===== config.mk =====
export PLATFORM = sky130hd
export DESIGN_NAME = modulo_gerenciador_rolhas_param
export DESIGN_NICKNAME = d
export VERILOG_FILES = /design/src/rtl/modulo_gerenciador_rolhas_param.sv
export SDC_FILE = /design/constraint.sdc
export NUM_CORES = 1
export LEC_CHECK = 0
export BUFFER_PORTS_ARGS = -buffer_cell sky130_fd_sc_hd__buf_2
export CELL_PAD_IN_SITES_DETAIL_PLACEMENT = 1
export CELL_PAD_IN_SITES_GLOBAL_PLACEMENT = 1
export CORE_UTILIZATION = 48
export DETAILED_ROUTE_END_ITERATION = 10
export HOLD_SLACK_MARGIN = 0.02
export PLACE_DENSITY_LB_ADDON = 0.1
export SLEW_MARGIN = 20
export SYNTH_ARGS = -nofsm -noshare
export SYNTH_HDL_FRONTEND = slang
export SYNTH_SLANG_ARGS = --single-unit

===== constraint.sdc =====
create_clock -name clk -period 8.9 [get_ports clk]
set_clock_uncertainty 0.1 [all_clocks]
set_input_delay 2.225 -clock clk [delete_from_list [all_inputs] [get_ports clk]]
set_output_delay 2.225 -clock clk [all_outputs]
set_load 0.01 [all_outputs]

===== src/rtl/modulo_gerenciador_rolhas_param.sv =====
// -----------------------------------------------------------------------------
// modulo_gerenciador_rolhas_param
//
// Cork stock manager for a bottle sealing line. Corks are loaded into a
// secondary stock, moved in bursts of up to LOTE corks into the main stock
// when it runs low, and drawn one at a time from the main stock as bottles
// are sealed. Sealed bottles are counted in dozens, and dozens are counted
// into production lots of LIM_DUZIAS.
//
// Ports
//   clk          : single clock, rising edge
//   clr          : asynchronous active-high reset
//   enable       : 1 = run, 0 = stop (stocks kept, current lot restarted)
//   load_valid   : one-cycle request to add load_qty corks to secondary stock
//   load_qty     : corks offered with load_valid
//   consume      : one-cycle pulse, one bottle sealed (one cork drawn)
//   main_count   : corks in the main stock
//   sec_count    : corks in the secondary stock
//   transferring : high while a transfer burst is active
//   load_ack     : one-cycle pulse, load accepted
//   load_err     : one-cycle pulse, load rejected (would exceed CAP_MAX)
//   ro           : main stock empty
//   low          : main stock below MIN_ROLHAS
//   no_cork      : one-cycle pulse, bottle requested with an empty main stock
//   duzias       : completed dozens in the current lot
//   lote_done    : one-cycle pulse when the lot completes
// All outputs are registered.
// -----------------------------------------------------------------------------
module modulo_gerenciador_rolhas_param #(
  parameter int W          = 7,
  parameter int CAP_MAX    = 99,
  parameter int MIN_ROLHAS = 5,
  parameter int LOTE       = 15,
  parameter int DUZIA      = 12,
  parameter int LIM_DUZIAS = 10,
  parameter int DW         = $clog2(LIM_DUZIAS + 1)
) (
  input  logic          clk,
  input  logic          clr,
  input  logic          enable,
  input  logic          load_valid,
  input  logic [W-1:0]  load_qty,
  input  logic          consume,
  output logic [W-1:0]  main_count,
  output logic [W-1:0]  sec_count,
  output logic          transferring,
  output logic          load_ack,
  output logic          load_err,
  output logic          ro,
  output logic          low,
  output logic          no_cork,
  output logic [DW-1:0] duzias,
  output logic          lote_done
);

  localparam int BW = $clog2(DUZIA + 1);

  localparam logic [W-1:0]  CAP_W      = W'(CAP_MAX);
  localparam logic [W-1:0]  MIN_W      = W'(MIN_ROLHAS);
  localparam logic [W-1:0]  LOTE_W     = W'(LOTE);
  localparam logic [W-1:0]  ONE_W      = W'(1);
  localparam logic [W-1:0]  ZERO_W     = W'(0);
  localparam logic [BW-1:0] BOT_LAST   = BW'(DUZIA - 1);
  localparam logic [BW-1:0] BOT_ONE    = BW'(1);
  localparam logic [BW-1:0] BOT_ZERO   = BW'(0);
  localparam logic [DW-1:0] DUZ_LAST   = DW'(LIM_DUZIAS - 1);
  localparam logic [DW-1:0] DUZ_ONE    = DW'(1);
  localparam logic [DW-1:0] DUZ_ZERO   = DW'(0);

  typedef enum logic [1:0] {
    STOP     = 2'd0,
    IDLE     = 2'd1,
    TRANSFER = 2'd2
  } state_t;

  state_t        state_r, state_s;
  logic [W-1:0]  main_r, main_s;
  logic [W-1:0]  sec_r, sec_s;
  logic [W-1:0]  burst_r, burst_s;
  logic [W-1:0]  sec_add_s;
  logic [BW-1:0] bottle_r, bottle_s;
  logic [DW-1:0] duzias_r, duzias_s;
  logic          enable_r;
  logic          transferring_r;
  logic          load_ack_r, load_ack_s;
  logic          load_err_r, load_err_s;
  logic          no_cork_r, no_cork_s;
  logic          lote_done_r, lote_done_s;
  logic          ro_r, low_r;
  logic          run_s, step_s, drawn_s, fit_s;

  // Per-cycle qualifiers: running, transfer step, counted bottle, load fit.
  always_comb begin
    run_s     = enable && (state_r != STOP);
    step_s    = run_s && (state_r == TRANSFER) &&
                (sec_r != ZERO_W) && (main_r < CAP_W);
    drawn_s   = run_s && consume && (main_r != ZERO_W);
    no_cork_s = run_s && consume && (main_r == ZERO_W);
    // Widened by one bit so the sum cannot wrap before the compare.
    fit_s     = ({1'b0, sec_r} + {1'b0, load_qty}) <= {1'b0, CAP_W};
  end

  // Stock arithmetic: load acceptance, transfer step and cork draw.
  always_comb begin
    sec_add_s  = ZERO_W;
    load_ack_s = 1'b0;
    load_err_s = 1'b0;
    sec_s      = sec_r;
    main_s     = main_r;
    if (load_valid) begin
      if (fit_s) begin
        load_ack_s = 1'b1;
        sec_add_s  = load_qty;
      end else begin
        load_err_s = 1'b1;
        sec_add_s  = ZERO_W;
      end
    end else begin
      sec_add_s = ZERO_W;
    end
    // A step only happens with sec_r > 0, so the decrement cannot underflow.
    if (step_s) begin
      sec_s = sec_r + sec_add_s - ONE_W;
    end else begin
      sec_s = sec_r + sec_add_s;
    end
    // A cork arriving and a cork leaving in the same cycle cancel out.
    if (step_s && !drawn_s) begin
      main_s = main_r + ONE_W;
    end else if (!step_s && drawn_s) begin
      main_s = main_r - ONE_W;
    end else begin
      main_s = main_r;
    end
  end

  // FSM next state and burst counter.
  always_comb begin
    state_s = state_r;
    burst_s = burst_r;
    case (state_r)
      STOP: begin
        if (enable) begin
          state_s = IDLE;
        end else begin
          state_s = STOP;
        end
      end
      IDLE: begin
        if (!enable) begin
          state_s = STOP;
        end else if ((main_r < MIN_W) && (sec_r != ZERO_W)) begin
          state_s = TRANSFER;
          burst_s = ZERO_W;
        end else begin
          state_s = IDLE;
        end
      end
      TRANSFER: begin
        if (!enable) begin
          state_s = STOP;
        end else begin
          if (step_s) begin
            burst_s = burst_r + ONE_W;
          end else begin
            burst_s = burst_r;
          end
          // Exit is judged on the values this cycle leaves behind.
          if ((burst_s == LOTE_W) || (sec_s == ZERO_W) || (main_s == CAP_W)) begin
            state_s = IDLE;
          end else begin
            state_s = TRANSFER;
          end
        end
      end
      default: begin
        state_s = STOP;
        burst_s = ZERO_W;
      end
    endcase
  end

  // Bottle, dozen and lot counting; a stop restarts the current lot.
  always_comb begin
    bottle_s    = bottle_r;
    duzias_s    = duzias_r;
    lote_done_s = 1'b0;
    if (enable_r && !enable) begin
      bottle_s = BOT_ZERO;
      duzias_s = DUZ_ZERO;
    end else if (drawn_s) begin
      if (bottle_r == BOT_LAST) begin
        bottle_s = BOT_ZERO;
        if (duzias_r == DUZ_LAST) begin
          duzias_s    = DUZ_ZERO;
          lote_done_s = 1'b1;
        end else begin
          duzias_s = duzias_r + DUZ_ONE;
        end
      end else begin
        bottle_s = bottle_r + BOT_ONE;
      end
    end else begin
      bottle_s = bottle_r;
    end
  end

  // FSM state register.
  always_ff @(posedge clk or posedge clr) begin
    if (clr) begin
      state_r <= STOP;
    end else begin
      state_r <= state_s;
    end
  end

  // Datapath counters and registered outputs.
  always_ff @(posedge clk or posedge clr) begin
    if (clr) begin
      main_r         <= ZERO_W;
      sec_r          <= ZERO_W;
      burst_r        <= ZERO_W;
      bottle_r       <= BOT_ZERO;
      duzias_r       <= DUZ_ZERO;
      enable_r       <= 1'b0;
      transferring_r <= 1'b0;
      load_ack_r     <= 1'b0;
      load_err_r     <= 1'b0;
      no_cork_r      <= 1'b0;
      lote_done_r    <= 1'b0;
      ro_r           <= 1'b1;
      low_r          <= 1'b1;
    end else begin
      main_r         <= main_s;
      sec_r          <= sec_s;
      burst_r        <= burst_s;
      bottle_r       <= bottle_s;
      duzias_r       <= duzias_s;
      enable_r       <= enable;
      transferring_r <= (state_s == TRANSFER);
      load_ack_r     <= load_ack_s;
      load_err_r     <= load_err_s;
      no_cork_r      <= no_cork_s;
      lote_done_r    <= lote_done_s;
      ro_r           <= (main_s == ZERO_W);
      low_r          <= (main_s < MIN_W);
    end
  end

  assign main_count   = main_r;
  assign sec_count    = sec_r;
  assign transferring = transferring_r;
  assign load_ack     = load_ack_r;
  assign load_err     = load_err_r;
  assign ro           = ro_r;
  assign low          = low_r;
  assign no_cork      = no_cork_r;
  assign duzias       = duzias_r;
  assign lote_done    = lote_done_r;

endmodule


**Word-level counts from Yosys, hierarchy flattened**

Cells that the tools add are included.

- Bits of input ports: 12
- Register bits: 39
- Word-level logic and storage cells: 97
- Output and inout port bits: 25

- Reductions and logical operators: 27
- $lt $le $gt $ge: 4
- Add/subtract/negate cells: 8
- Bitwise logic cells: 1
- Equality and inequality tests: 10
- Muxes and demuxes: 33

Operator list:

| kind | number |
|---|---|
| 7-bit 2-to-1 mux | 11 |
| 4-bit 2-to-1 mux | 7 |
| 7-bit logical NOT | 3 |
| 7-bit case mux with 3 select lines | 1 |
| 7-bit by 1-bit adder with 7-bit output, second input constant | 2 |
| 7-bit by 3-bit less-than comparator with 1-bit output, second input constant | 2 |
| 7-bit nonzero test | 2 |
| 7-bit by 1-bit subtractor with 7-bit output, second input constant | 2 |
| 1-bit logical AND | 11 |
| 1-bit 2-to-1 mux | 9 |
| 4-bit by 1-bit adder with 4-bit output, second input constant | 2 |
| 7-bit by 7-bit adder with 8-bit output | 1 |
| 4-bit equality test, second input constant | 2 |
| 8-bit by 7-bit less-or-equal comparator with 1-bit output, second input constant | 1 |
| 2-bit 2-to-1 mux | 4 |
| 7-bit adder | 1 |
| 7-bit by 4-bit equality test with 1-bit output, second input constant | 1 |
| 7-bit equality test, second input constant | 1 |
| 7-bit less-than comparator, second input constant | 1 |
| 2-bit inequality test, second input constant | 3 |
| 2-bit case mux with 3 select lines | 1 |
| 2-bit nonzero test | 3 |
| 2-bit equality test, second input constant | 2 |
| 4-bit AND reduction | 1 |
| 6 further kinds | 9 |

**Depth between registers and ports, before layout**

Gate-level depths: netlist of run 1.

- Depth in word-level cells: 15
- Gate-level depth with buffers: 20
- Mapped depth without buffers: 20

**Least setup slack after synthesis of run 1**

Ideal clock, no wire load.

- Kind: input to register
- From: input load_qty[0]
- To: register state_r[0]
- Library setup time: 0.126 ns
- Required time: 8.674 ns
- Arrival: 6.478 ns
- Path slack: 2.196 ns
- Cell stages on the path: 20
- Path buffers: 0
- Cells stage by stage: ha_1 > inv_1 > fa_1 > nand2b_1 > a21oi_1 > mux2_1 > a2111oi_0 > nor2_1 > nor4b_2 > and2_1 > ha_1 > fa_1 > inv_1 > ha_1 > nand3_1 > nor4_1 > xor2_1 > xnor2_1 > nor2_1 > o311a_1

- Cells in the longest elaborated chain, start to end: 13

RTL lines:

| item | RTL line | RTL |
|---|---|---|
| from (decl) | 42 | `input logic [W-1:0] load_qty,` |
| 7-bit by 7-bit adder with 8-bit output | 100 | `fit_s = ({1'b0, sec_r} + {1'b0, load_qty}) <= {1'b0, CAP_W};` |
| 8-bit by 7-bit less-or-equal comparator with 1-bit output | 100 |  |
| 7-bit 2-to-1 mux * | 111 | `if (fit_s) begin` |
| 7-bit 2-to-1 mux * | 110 | `if (load_valid) begin` |
| 7-bit adder * | 123, 125 |  |
| 7-bit by 1-bit subtractor with 7-bit output | 123 | `sec_s = sec_r + sec_add_s - ONE_W;` |
| 7-bit 2-to-1 mux * | 122 | `if (step_s) begin` |
| net sec_s[6] | 78 | `logic [W-1:0] sec_r, sec_s;` |
| 7-bit logical NOT * | 169 | `if ((burst_s == LOTE_W) \|\| (sec_s == ZERO_W) \|\| (main_s == CAP_W)) begin` |
| 1-bit logical OR * (2 in series) | 169 |  |
| 2-bit 2-to-1 mux * | 169 |  |
| 2-bit 2-to-1 mux * | 160 | `if (!enable) begin` |
| 2-bit case mux with 3 select lines * | 141 | `case (state_r)` |
| net state_s[0] | 76 | `state_t state_r, state_s;` |
| to (signal assigned) | 213 | `state_r <= state_s;` |
| to (decl) | 76 |  |

Mark *: on every way through the listed nets, which the timed path passes. The rest lies on a longest branch.
A chain may end at the register's enable or synchronous reset.

**Worst setup path in the final report of run 1**

Ends and elaborated chain as after synthesis.

==> results of run 1 <==
## kinds of logic (layout without fill, tap and decap cells)
logic type               count (synthesis)  count (layout)  share of synthesized area
AO/OA/AOI/OAI                           67              67                      0.173
XOR/XNOR                                21              21                     0.0641
adder cells (fa/ha/maj)                 23              23                      0.105
buffers and inverters                   28              64                     0.0615
flip-flops                              39              39                      0.341
multiplexers                             7               7                     0.0248
AND/OR/NAND/NOR                        116             116                      0.231
## metal layers
metal  share of wire  vias up  track usage  wire (um)
met4           0.015        0       0.0655         97
met1            0.48     1182        0.300       3220
met3           0.021        7       0.0310        138
met5               0        -            0          0
li1                -     1164            -          -
met2            0.48       30        0.391       3200
## flip-flops by register name, indices dropped and copies added (netlist names)
name and cells:
burst_r 7, main_count 7, sec_count 7, bottle_r 4
duzias 4, state_r 2, enable_r 1, load_ack 1
load_err 1, lote_done 1, low 1, no_cork 1
ro 1, transferring 1
## worst max-delay path by stage
stage | slack (ps) | endpoint
6_report | 1900 | state_r[0]
5_1_grt | 1380 | state_r[0]
4_1_cts | 1890 | state_r[0]
3_5_place_dp | 1580 | transferring
3_3_place_gp | 1750 | state_r[0]
2_1_floorplan | 2200 | state_r[0]
## area by class of cell
class | count | share of cell area
multi-input cells | 234 | 0.548
flip-flops and latches | 39 | 0.313
repair buffers | 37 | 0.0600
well taps | 72 | 0.0288
clock buffers | 6 | 0.0232
inverters | 19 | 0.0228
clock inverters | 2 | 0.00440
## synth_stat cells, types with 6 or more instances
cell / instances / area, um^2
sky130_fd_sc_hd__inv_1: 19 / 71.3
sky130_fd_sc_hd__and2_1: 8 / 50.1
sky130_fd_sc_hd__mux2i_1: 6 / 60.1
sky130_fd_sc_hd__xnor2_1: 11 / 96.3
sky130_fd_sc_hd__nor2_1: 27 / 101
sky130_fd_sc_hd__ha_1: 21 / 263
sky130_fd_sc_hd__nand3_1: 8 / 40.0
sky130_fd_sc_hd__nand2_1: 17 / 63.8
sky130_fd_sc_hd__a21oi_1: 18 / 90.1
sky130_fd_sc_hd__o21ai_0: 10 / 50.1
sky130_fd_sc_hd__xor2_1: 10 / 87.6
sky130_fd_sc_hd__nor3_1: 7 / 35.0
sky130_fd_sc_hd__dfrtp_1: 37 / 926
## critical path, stage by stage
cell,delay [ps]
sky130_fd_sc_hd__buf_2,80
sky130_fd_sc_hd__ha_1,160
sky130_fd_sc_hd__inv_1,60
sky130_fd_sc_hd__fa_1,390
sky130_fd_sc_hd__nand2b_1,180
sky130_fd_sc_hd__a21oi_1,160
sky130_fd_sc_hd__mux2_1,330
sky130_fd_sc_hd__a2111oi_0,460
sky130_fd_sc_hd__nor2_1,140
sky130_fd_sc_hd__nor4b_2,500
sky130_fd_sc_hd__and2_1,220
sky130_fd_sc_hd__ha_1,180
sky130_fd_sc_hd__fa_1,490
sky130_fd_sc_hd__inv_1,90
sky130_fd_sc_hd__ha_1,220
sky130_fd_sc_hd__nand3_1,110
sky130_fd_sc_hd__nor4_1,250
sky130_fd_sc_hd__xor2_1,210
sky130_fd_sc_hd__xnor2_1,170
sky130_fd_sc_hd__nor2_1,110
sky130_fd_sc_hd__o311a_1,350
## power by group through the flow
stage / clock network [W] / logic [W] / registers (W)
after detailed placement: 0 / 0.000546 / 0.000321
final: 0.000118 / 0.000552 / 0.000317
after floorplan: 0 / 0.000443 / 0.000301
after CTS: 0.000124 / 0.000552 / 0.000318
after global routing: 0.000131 / 0.000616 / 0.000328
after global placement: 0 / 0.000527 / 0.000319
## metrics by stage
step           cells  hold WS, ps
2_1_floorplan    301          375
5_1_grt          409          459
3_3_place_gp     401          394
4_1_cts          409          426
3_5_place_dp     401          414
6_report         409          421
==> results.yml, run 1 <==
yosys:
  synth.cell_area_um2: 2870
  synth.yosys.warnings: 0
  netlist_instances: 301
  synth-seq-cells: 39
  syn_avg_cell_area_um2: 9.54
  synth-seq-area-share: 0.341
  yosysUniqueCellTypes: 71
  synth-edff-count: 0
  synth_top_flop_cell: "sky130_fd_sc_hd__dfrtp_1"
  ys_async_sr_fraction: 1.00
  syn-num-nets: 336
final_layout:
  layout.area.seq_um2: 978
  final_area_um2: 3130
  layout.cells.most_common_list: "37 x sky130_fd_sc_hd__dfrtp_1, 36 x sky130_fd_sc_hd__buf_2, 27 x sky130_fd_sc_hd__nor2_1, 21 x sky130_fd_sc_hd__ha_1, 19 x sky130_fd_sc_hd__inv_1"
  post_route_cells_drive_above_1_share: 0.184
  layout.nets: 371
  filler_cell_count: 682
  area.growth.synth_to_final_pct: 9.02
  n_antenna_cell: 0
  area_taken_by_multi_input_logic_gates_um2: 1720
  layout.cells.most_common: "sky130_fd_sc_hd__dfrtp_1"
  fin_util: 0.555
floorplan:
  initial_utilization: 0.509
  design.core.area_um2: 5640
  num_io_pins: 37
  die_height_um: 79.3
  die_w_um: 79.3
  die_area_um2: 6290
  placement_rows: 27
timing:
  final_max_slew_viol_count: 0
  timing.final.crit_share: 0.787
  unrepaired_setup_endpoints_after_global_routing: "no"
  max_slew_margin: 0.280
  fin_ws_ps: 1900
  measured_slew_at_the_worst_slew_check_pin_ps: 1080
  total_of_endpoints_with_negative_setup_slack_in_the_final_report: 0
  timing_hold_violations_final: 0
  finalWorstPathRequiredPeriod_ps: 7000
  fmaxAchievable_mhz: 143
  post_route_setup_tns_ps: 0
placement:
  placed_cell_area_um2: 3040
  gp_routability_congestion: 0.807
  pre_cts_ws_ps: 1580
  place_hpwl_um: 5130
  count_of_input_and_output_buffers: 36
power:
  power.share.combinational: 0.559
  pwr-share-clk: 0.120
  power_density_nw_per_um2: 315
  p_total_w: 0.000987
  vdd_ir_drop_max_mv: 0.115
  power_switching_w: 0.000466
  seq_power_share: 0.321
  p_int_w: 0.000521
  power.share.switching: 0.472
  power.leakage_nw: 1.45
setup_path:
  reg2reg_to: "state_r[0]"
  reg2reg_setup_slack_ps: 3500
  r2r-start: "sec_count[0]"
  setup.worst_path.end_class: "flip-flop"
  critical_path_arrival_ps: 7080
  worst-path-max-fanout: 7
  timing.critical_path.required_ps: 8970
  reg2reg_depth: 20
  worstSetupStartpointType: "primary input"
  critical_path_class: "in2reg"
  critPathLaunch: "load_qty[0]"
worst_hold_path:
  worst_hold_path.num_cells: 1
  min_to: "burst_r[6]"
  hp-start: "burst_r[6]"
  worst_hold_path_type: "reg2reg"
drt:
  drc_errors: 0
  first_pass_iters: 4
  routed_wire_length_per_instance_um: 16.3
  totalWireLength_um: 6650
  route.detailed.vias_per_inst: 5.83
  drt.antenna.violating_nets: 0
  via_count: 2383
  first_iter_violations: 129
clock_network:
  cts_inserted_buffers: 5
  cts_repair_resize_count: 0
  post_cts_hold_buffer_count: 0
  buffer_depth_of_the_longest_clock_path: 2
  cts.clk_slew.worst_paths_ps: 80
  post-cts-setup-buffer-count: 0
  cts_num_sinks: 39
  htreeDepth: 2
  cts_tree: "done"
  clkLatencyLatePin_ps: 290
  cts.root.buffer_cell: "sky130_fd_sc_hd__clkbuf_8"
global_route:
  grt_usage: 0.229
  grt.overflow.total: 0
  largest_net_degree_at_the_start_of_global_routing: 40
  number_of_global_route_vias_before_repair: 2340
  grt_antenna_before_repair: 0
  grt_first_pass_wirelength_um: 11100
run:
  drv_cap: 0
status:
  outcome: "finished, final reports clean"
No activity file was read; power rests on OpenSTA's default activity.
==> run 2, diff against run 1 <==
--- a/config.mk
+++ b/config.mk
@@ -8,7 +8,7 @@
 export BUFFER_PORTS_ARGS = -buffer_cell sky130_fd_sc_hd__buf_2
 export CELL_PAD_IN_SITES_DETAIL_PLACEMENT = 1
 export CELL_PAD_IN_SITES_GLOBAL_PLACEMENT = 1
-export CORE_UTILIZATION = 48
+export CORE_UTILIZATION = 41
 export DETAILED_ROUTE_END_ITERATION = 10
 export HOLD_SLACK_MARGIN = 0.02
 export PLACE_DENSITY_LB_ADDON = 0.1
==> constraint.sdc (replaced) <==
create_clock -name clk -period 5.74 [get_ports clk]
set_clock_uncertainty 0.1 [all_clocks]
set_input_delay 1.435 -clock clk [delete_from_list [all_inputs] [get_ports clk]]
set_output_delay 1.435 -clock clk [all_outputs]
set_load 0.01 [all_outputs]
==> run 2 against run 1 <==
Effect of this change:
- the flow now finishes with violations (negative setup slack)
- via count increased by 3.3%
- count of clock-buffer cells in the layout up 1
- register-to-register slack got worse by 2900 ps
- worst hold slack lost 9.9 ps
- wire length increased by 6.3%
- non-clock buffer count rose by 27
- power rose by 90%
- global-route usage down 2.8 points
==> results.yml, run 2 (synthesized netlist as in run 1, its figures left out) <==
final_layout:
  n_antenna_cell: 0
  area.growth.synth_to_final_pct: 23.3
  layout.cells.most_common_list: "37 x sky130_fd_sc_hd__dfrtp_1, 35 x sky130_fd_sc_hd__buf_2, 28 x sky130_fd_sc_hd__buf_4, 24 x sky130_fd_sc_hd__nor2_1"
  layout.cells.most_common: "sky130_fd_sc_hd__dfrtp_1"
  post_route_cells_drive_above_1_share: 0.305
  layout.nets: 398
  filler_cell_count: 798
worst_hold_path:
  worst_hold_path_type: "reg2reg"
drt:
  via_count: 2461
  drc_errors: 0
  first_pass_iters: 4
  routed_wire_length_per_instance_um: 15.4
  totalWireLength_um: 7070
  route.detailed.vias_per_inst: 5.35
  drt.antenna.violating_nets: 0
  first_iter_violations: 60
global_route:
  gr-usage-met2: 0.328
  grt_usage: 0.201
  gr-max-usage-layer: "met2"
  grt.overflow.total: 0
  met3_usage: 0.0356
  grt_first_pass_wirelength_um: 11600
  number_of_global_route_vias_before_repair: 2387
  grtUsageMet1: 0.272
  grt_antenna_before_repair: 0
  largest_net_degree_at_the_start_of_global_routing: 40
setup_path:
  critical_path_arrival_ps: 5890
  worstSetupStartpointType: "primary input"
  setup.worst_path.end_class: "flip-flop"
  worst-path-max-fanout: 7
  timing.critical_path.required_ps: 5880
  critical_path_class: "in2reg"
placement:
  count_of_input_and_output_buffers: 36
  place_hpwl_um: 5280
  pre_cts_ws_ps: -357
  gp_routability_congestion: 0.770
clock_network:
  cts_tree: "done"
  buffer_depth_of_the_longest_clock_path: 2
  cts_num_sinks: 39
  clkLatencyLatePin_ps: 300
  htreeDepth: 2
  cts_inserted_buffers: 5
  cts.root.buffer_cell: "sky130_fd_sc_hd__clkbuf_8"
  cts.clk_slew.worst_paths_ps: 80
floorplan:
  die_height_um: 85.7
  placement_rows: 30
  die_w_um: 85.7
  initial_utilization: 0.422
  num_io_pins: 37
  design.core.area_um2: 6790
  die_area_um2: 7340
timing:
  timing_hold_violations_final: 0
  total_of_endpoints_with_negative_setup_slack_in_the_final_report: 3
  timing.final.crit_share: 1.00
  fin_ws_ps: -7.27
  max_slew_margin: 0.301
  fmaxAchievable_mhz: 174
  unrepaired_setup_endpoints_after_global_routing: "yes"
  measured_slew_at_the_worst_slew_check_pin_ps: 1040
  post_route_setup_tns_ps: -14.5
  final_max_slew_viol_count: 0
  finalWorstPathRequiredPeriod_ps: 5750
status:
  failed_checks: "negative setup slack"
  outcome: "finished, violations left"
power:
  p_total_w: 0.00187
  vdd_ir_drop_max_mv: 0.195
  power_density_nw_per_um2: 529
  power.leakage_nw: 1.63
run:
  drv_cap: 0
## run 2: changes by cell type in the layout (fill, tap and decap cells not counted), sizes merged
cell	before	now
buf	37	64
clkbuf	6	7
clkinv	2	0
clkinvlp	0	1
## run 2: routing by layer
metal	share of wire	vias to the layer above
li1	-	1222
met1	0.48	1201
met5	0	-
met3	0.026	6
met4	0.013	0
met2	0.49	32
## run 2: final timing paths
| check | depth (start not counted) | end | from | slack, ps |
|---|---|---|---|---|
| worst max-delay path | 21 | state_r[0] | load_qty[0] | -7 |
| worst max register to register | 20 | state_r[0] | sec_count[0] | 650 |
| worst min-delay path | 1 | burst_r[6] | burst_r[6] | 410 |
| min in group asynchronous | 3 | duzias[3] | clr | 1150 |
| worst min register to register | 1 | burst_r[6] | burst_r[6] | 410 |
| max in group asynchronous | 3 | ro | clr | 4010 |
## run 2: per-stage QoR
| stage | instances | hold slack, ps | util | area (um^2) |
|---|---|---|---|---|
| 2_1_floorplan | 301 | 375 | - | 2890 |
| 3_3_place_gp | 448 | 391 | 0.480 | 3260 |
| 3_5_place_dp | 448 | 401 | 0.480 | 3260 |
| 4_1_cts | 456 | 411 | 0.497 | 3380 |
| 5_1_grt | 460 | 448 | 0.521 | 3540 |
| 6_report | 460 | 411 | 0.521 | 3540 |
## run 2: where the power goes
part	internal, W	switching, W
registers	0.000358	0.000134
clock network	0.000110	0.000107
logic	0.000569	0.000595
total	0.00104	0.000835
## run 2: area by class of cell
class,count,area [um^2],share of cell area
sequential,39,978,0.277
clock buffer,7,96.3,0.0272
inverter,19,71.3,0.0202
timing repair buffer,64,400,0.113
multi-input combinational,234,1860,0.527
tap,96,120,0.0339
clock inverter,1,7.51,0.00212
## run 2: repair_timing
| action | 4_1_cts | 5_1_grt |
|---|---|---|
| hold buffers | 0 | 0 |
| resized for setup | 1 | 28 |
| setup buffers | 0 | 4 |
| setup endpoints to repair | 3 | 3 |
| pin swaps | 1 | 16 |
## run 2: critical path, stage by stage
cell and delay [ps]:
sky130_fd_sc_hd__buf_8 80, sky130_fd_sc_hd__ha_4 130, sky130_fd_sc_hd__inv_2 40, sky130_fd_sc_hd__fa_2 380
sky130_fd_sc_hd__nand2b_4 160, sky130_fd_sc_hd__a21oi_4 150, sky130_fd_sc_hd__mux2_4 320, sky130_fd_sc_hd__a2111oi_4 320
sky130_fd_sc_hd__nor2_2 90, sky130_fd_sc_hd__nor4b_2 280, sky130_fd_sc_hd__buf_4 180, sky130_fd_sc_hd__and2_4 150
sky130_fd_sc_hd__ha_4 120, sky130_fd_sc_hd__fa_1 440, sky130_fd_sc_hd__buf_4 150, sky130_fd_sc_hd__buf_4 120
sky130_fd_sc_hd__nor4_2 380, sky130_fd_sc_hd__xor2_1 160, sky130_fd_sc_hd__or4_4 520, sky130_fd_sc_hd__nor2_4 130
sky130_fd_sc_hd__o311a_1 150
